`config.mk`:
```
export PLATFORM = sky130hd
export DESIGN_NAME = mmio_uart_tx
export DESIGN_NICKNAME = d
export VERILOG_FILES = /design/src/rtl/mmio_uart_tx.sv
export SDC_FILE = /design/constraint.sdc
export NUM_CORES = 1
export LEC_CHECK = 0
export BUFFER_PORTS_ARGS = -buffer_cell sky130_fd_sc_hd__buf_2
export CORE_MARGIN = 1.5
export CORE_UTILIZATION = 55
export DETAILED_ROUTE_END_ITERATION = 8
export GPL_TIMING_DRIVEN = 0
export MAX_ROUTING_LAYER = met4
export PLACE_DENSITY = 0.8
export SYNTH_ARGS = -nofsm -noshare
export SYNTH_HDL_FRONTEND = slang
export SYNTH_SLANG_ARGS = --single-unit
```
`constraint.sdc`:
```
create_clock -name clk -period 10.75 [get_ports clk]
set_input_delay 1.075 -clock clk [delete_from_list [all_inputs] [get_ports clk]]
set_output_delay 1.075 -clock clk [all_outputs]
set_load 0.02 [all_outputs]
```
`src/rtl/mmio_uart_tx.sv`:
```
// mmio_uart_tx: memory-mapped 8N1 UART transmitter with a TX FIFO and a programmable bit divisor
module mmio_uart_tx #(
  parameter logic [31:0] BASE_ADDR    = 32'h0000_0200,
  parameter int          CLKS_PER_BIT = 16,
  parameter int          FIFO_DEPTH   = 4
) (
  input  logic        clk,
  input  logic        reset,
  input  logic        we,
  input  logic [31:0] addr,
  input  logic [31:0] wdata,
  output logic [31:0] rdata,
  output logic        sel,
  output logic        tx
);
  localparam int AW = $clog2(FIFO_DEPTH);
  localparam int CW = AW + 1;
  typedef enum logic [1:0] {IDLE, START, DATA, STOP} state_t;
  state_t state, state_n;
  logic [7:0] mem [FIFO_DEPTH];
  logic [AW-1:0] wp, rp;
  logic [CW-1:0] count;
  logic [15:0] div, per, bcnt;
  logic [2:0] bidx;
  logic [7:0] sh;
  logic ovf, tx_n, pop, load, push, full, empty, last, busy;
  logic wr_data, wr_stat, wr_div, unused;
  assign unused  = ^{addr[1:0], wdata[31:16]};
  assign sel     = addr[31:4] == BASE_ADDR[31:4] && addr[3:2] != 2'd3;
  assign wr_data = we && sel && addr[3:2] == 2'd0;
  assign wr_stat = we && sel && addr[3:2] == 2'd1;
  assign wr_div  = we && sel && addr[3:2] == 2'd2;
  assign full    = count == CW'(FIFO_DEPTH);
  assign empty   = count == '0;
  assign push    = wr_data && !full;
  assign last    = bcnt == per - 16'd1;
  assign busy    = state != IDLE;
  always_comb begin
    rdata = !sel ? 32'd0 :
            addr[3:2] == 2'd1 ? {25'd0, 3'(count), ovf, busy, empty, full} :
            addr[3:2] == 2'd2 ? {16'd0, div} : 32'd0;
  end
  // load marks the first clock of a new bit period; the divisor is captured there
  always_comb begin
    state_n = state;
    tx_n    = tx;
    pop     = 1'b0;
    load    = 1'b0;
    case (state)
      IDLE: if (!empty) begin
        pop = 1'b1; load = 1'b1; tx_n = 1'b0; state_n = START;
      end
      START: if (last) begin
        load = 1'b1; tx_n = sh[0]; state_n = DATA;
      end
      DATA: if (last) begin
        load    = 1'b1;
        tx_n    = bidx == 3'd7 ? 1'b1 : sh[bidx + 3'd1];
        state_n = bidx == 3'd7 ? STOP : DATA;
      end
      STOP: if (last) begin
        pop     = !empty;
        load    = !empty;
        tx_n    = empty;
        state_n = empty ? IDLE : START;
      end
      default: state_n = IDLE;
    endcase
  end
  always_ff @(posedge clk) begin
    if (reset) begin
      state <= IDLE;
      tx    <= 1'b1;
      wp    <= '0;
      rp    <= '0;
      count <= '0;
      div   <= 16'(CLKS_PER_BIT);
      per   <= 16'd1;
      bcnt  <= '0;
      bidx  <= '0;
      sh    <= '0;
      ovf   <= 1'b0;
    end else begin
      state <= state_n;
      tx    <= tx_n;
      bcnt  <= (load || state == IDLE) ? 16'd0 : bcnt + 16'd1;
      per   <= load ? div : per;
      count <= count + CW'(push) - CW'(pop);
      ovf   <= (wr_data && full) || (ovf && !(wr_stat && wdata[3]));
      if (pop) begin
        sh   <= mem[rp];
        rp   <= rp + 1'b1;
        bidx <= '0;
      end else if (state == DATA && last)
        bidx <= bidx + 3'd1;
      if (push)
        wp <= wp + 1'b1;
      if (wr_div)
        div <= wdata[15:0] == 16'd0 ? 16'd1 : wdata[15:0];
    end
  end
  always_ff @(posedge clk) begin
    if (push)
      mem[wp] <= wdata[7:0];
  end
endmodule

```
==> impl_metrics.env <==
export IMPL_power_leakage_nw=2.436
export IMPL_final_cell_area_mm2=0.006008
export IMPL_ys_async_sr_fraction_pct=0
export IMPL_dr_total_vias=4264
export IMPL_crit_reg2reg_capture="count[2]"
export IMPL_drv_cap=0
export IMPL_reg2reg_setup_slack_ns=6.47
export IMPL_synth_area_top_cells="dfxtp_1 (27%), edfxtp_1 (18%), nand2_1 (5.3%)"
export IMPL_nFillCells=732
export IMPL_relSlewSlack_pct=50.77
export IMPL_slew_violations=0
export IMPL_synthesis_area_mm2=0.005261
export IMPL_grt_pass1_vias=4024
export IMPL_die_y_um=100.8
export IMPL_synth_distinct_cells=64
export IMPL_postCtsHoldBufs=0
export IMPL_worstSetupStartpointType="flip-flop"
export IMPL_synth_top_cell_by_area="dfxtp_1"
export IMPL_path_clk_slew_ns=0.11
export IMPL_irDropWorstVdd_mv=0.07960
export IMPL_ys_seq_area_share_pct=44.90
export IMPL_clock_skew_ns=0.01462
export IMPL_postLayoutCoreUtil_pct=65.02
export IMPL_synth_edf_count=32
export IMPL_synth_cells=547
export IMPL_drt_first_pass_iters=5
export IMPL_r2r_start="per[0]"
export IMPL_whs_ns=0.4815
export IMPL_cp_end_kind="flip-flop"
export IMPL_ys_ff_latch=102
export IMPL_drt_iter0_drc=212
export IMPL_syn_avg_cell_area_um2=9.618
export IMPL_drc_errors=0
export IMPL_final_common_cell="nand2_1"
export IMPL_post_cts_repair_setup_buffers=0
export IMPL_htree_levels=3
export IMPL_cts_made_buffers=9
export IMPL_path_class="reg2reg"
export IMPL_critPathCapture="count[2]"
export IMPL_synth_ff_type="dfxtp_1"
export IMPL_finalSetupViolCount=0
export IMPL_r2r_cells=17
export IMPL_cpMaxStageDelayCell="or3b_2"
export IMPL_finalHoldViolCount=0
export IMPL_period_share_pct=39.82
export IMPL_root_buffer="clkbuf_8"
export IMPL_fp_coreArea_mm2=0.009240
export IMPL_num_io_pins=101
export IMPL_powerDensity_mw_per_mm2=113.7
export IMPL_dpl_cell_area_mm2=0.005809
export IMPL_insertion_delay_ns=0.38
export IMPL_hp_class="reg2reg"
export IMPL_antenna_found_initial=0
export IMPL_post_route_min_period_ns=4.281
export IMPL_start_util_pct=56.94
export IMPL_grt_max_degree=22
export IMPL_fin_tns_setup_ns=0
export IMPL_fmax_mhz=233.6
export IMPL_antenna_diode_count=0
export IMPL_area_delta_synth_final_pct=14.20
export IMPL_routed_wl_um=11350
export IMPL_path_cells="inv_1 > ha_1 > clkbuf_1 > or3b_2 > nor4_1 > xnor2_1 > o211ai_1 > o41a_1 > nor2_1 > ha_1 > inv_1 > ha_1 > inv_1 > fa_1 > xor2_1 > xnor2_1 > nor2_1"
export IMPL_io_buffers=66
export IMPL_clock_sinks=102
export IMPL_rows=35
export IMPL_worst_path_max_fanout=8
export IMPL_die_x_um=100.8
export IMPL_ys_warnings_count=0
export IMPL_dp_hpwl_um=8743
export IMPL_ant_nets=0
export IMPL_crit_path_start="per[0]"
export IMPL_multiInputGateArea_mm2=0.002646
export IMPL_post_cts_resized=0
export IMPL_globalRouteOverflowTotal=0
export IMPL_seq_area_mm2=0.002362
export IMPL_drt_vias_per_instance=5.516
export IMPL_grt_usage_pct=24.15
export IMPL_grt_setup_unrepaired="no"
export IMPL_drive_above_1_share_pct=20.03
export IMPL_dieArea_mm2=0.01016
export IMPL_layout_common_cells="nand2_1 (74), dfxtp_1 (70), buf_2 (67)"
export IMPL_arrival_ns=4.53
export IMPL_synth_top_area_share_pct=26.63
export IMPL_tritoncts="yes"
export IMPL_tightest_slew_ns=0.7317
export IMPL_wl_per_cell_um=14.68
export IMPL_required_ns=11.00
export IMPL_status="finished clean"
export IMPL_nets=721
export IMPL_max_stage_delay_ns=0.53
export IMPL_clock_path_buffers=2
export IMPL_grt_pass1_wl_um=18730
export IMPL_gp_congestion=0.9559
[registers in the layout (all words and copies together) (netlist names), 3 cells and up]
register,cells
mem,32
bcnt,16
div,16
per,16
sh,8
bidx,3
count,3
[per-stage QoR]
stage	cells	power [W]	worst slack, ns
5_1_grt	773	0.0007073	6.165
3_3_place_gp	757	0.0004484	6.318
3_5_place_dp	757	0.0004496	6.211
4_1_cts	773	0.0006867	6.496
2_1_floorplan	562	0.0004322	6.715
6_report	773	0.0006832	6.469
[cells by family after synthesis]
logic type               after synthesis  share of synthesized area, %
AO/OA/AOI/OAI                         91                         11.87
multiplexers                          29                         7.919
XOR/XNOR                              36                         5.993
buffers and inverters                 61                         5.874
flip-flops                           102                         44.90
other                                  1                       0.07128
AND/OR/NAND/NOR                      212                         19.67
adder cells (fa/ha/maj)               15                         3.710
[final cells by class]
| cell class | count | share of cell area, % |
|---|---|---|
| Multi-Input combinational cell | 399 | 44.04 |
| Sequential cell | 102 | 39.32 |
| Timing Repair Buffer | 66 | 5.498 |
| Buffer | 45 | 4.144 |
| Tap cell | 129 | 2.686 |
| Clock buffer | 9 | 2.062 |
| Clock inverter | 7 | 1.249 |
| Inverter | 16 | 0.9996 |
[synthesized netlist by cell type, drive strengths merged, types with 2 or more instances]
cell type / n
nor2: 41
clkbuf: 20
or4: 5
a22oi: 8
o31a: 2
ha: 14
a211o: 2
buf: 25
a311oi: 2
nor3: 12
o211ai: 3
a31o: 2
a21o: 2
nor2b: 4
o21ai: 15
nor4b: 4
or3: 3
edfxtp: 32
o211a: 2
and3: 11
inv: 15
dfxtp: 70
xnor2: 19
nand2: 74
a31oi: 2
a21bo: 3
and2: 11
mux4: 10
nand4: 4
nand3: 22
mux2i: 18
nor3b: 2
xor2: 17
o22ai: 3
a21oi: 35
nor4: 14
[how the worst min path moves through the flow]
stage	from	end	slack [ns]	depth (start not counted)
after global routing	div[8]	per[8]	0.50	2
after floorplan	bcnt[0]	bcnt[0]	0.44	1
after CTS	div[8]	per[8]	0.48	2
after global placement	bcnt[0]	bcnt[0]	0.45	1
final	div[8]	per[8]	0.48	2
after detailed placement	tx	tx	0.47	1
[metal layers]
metal	track usage (%)	wire length (µm)	vias to the layer above
met5	-	0	-
met4	8.559	308	0
met3	4.785	638	22
met2	39.24	5424	155
met1	30.16	4974	1985
li1	-	-	2102
[report_power, final]
part / internal, W / total, W / switching (W) / leakage (nW)
clock network: 0.0000938 / 0.000242 / 0.000148 / 0.0994
logic: 0.0000171 / 0.0000436 / 0.0000265 / 1.49
registers: 0.000397 / 0.000398 / 0.000000693 / 0.851
total: 0.000508 / 0.000683 / 0.000175 / 2.44
[critical path: cells and delay by family (launching register included)]
kind / cells / cell delay [ns]
simple gates: 4 / 1.11
fa+ha+maj: 4 / 0.91
compound gates: 2 / 0.71
buf+inv: 4 / 0.52
xor+xnor: 3 / 0.50
flops: 1 / 0.40
Note: power is estimated with default switching activity, not from simulation.
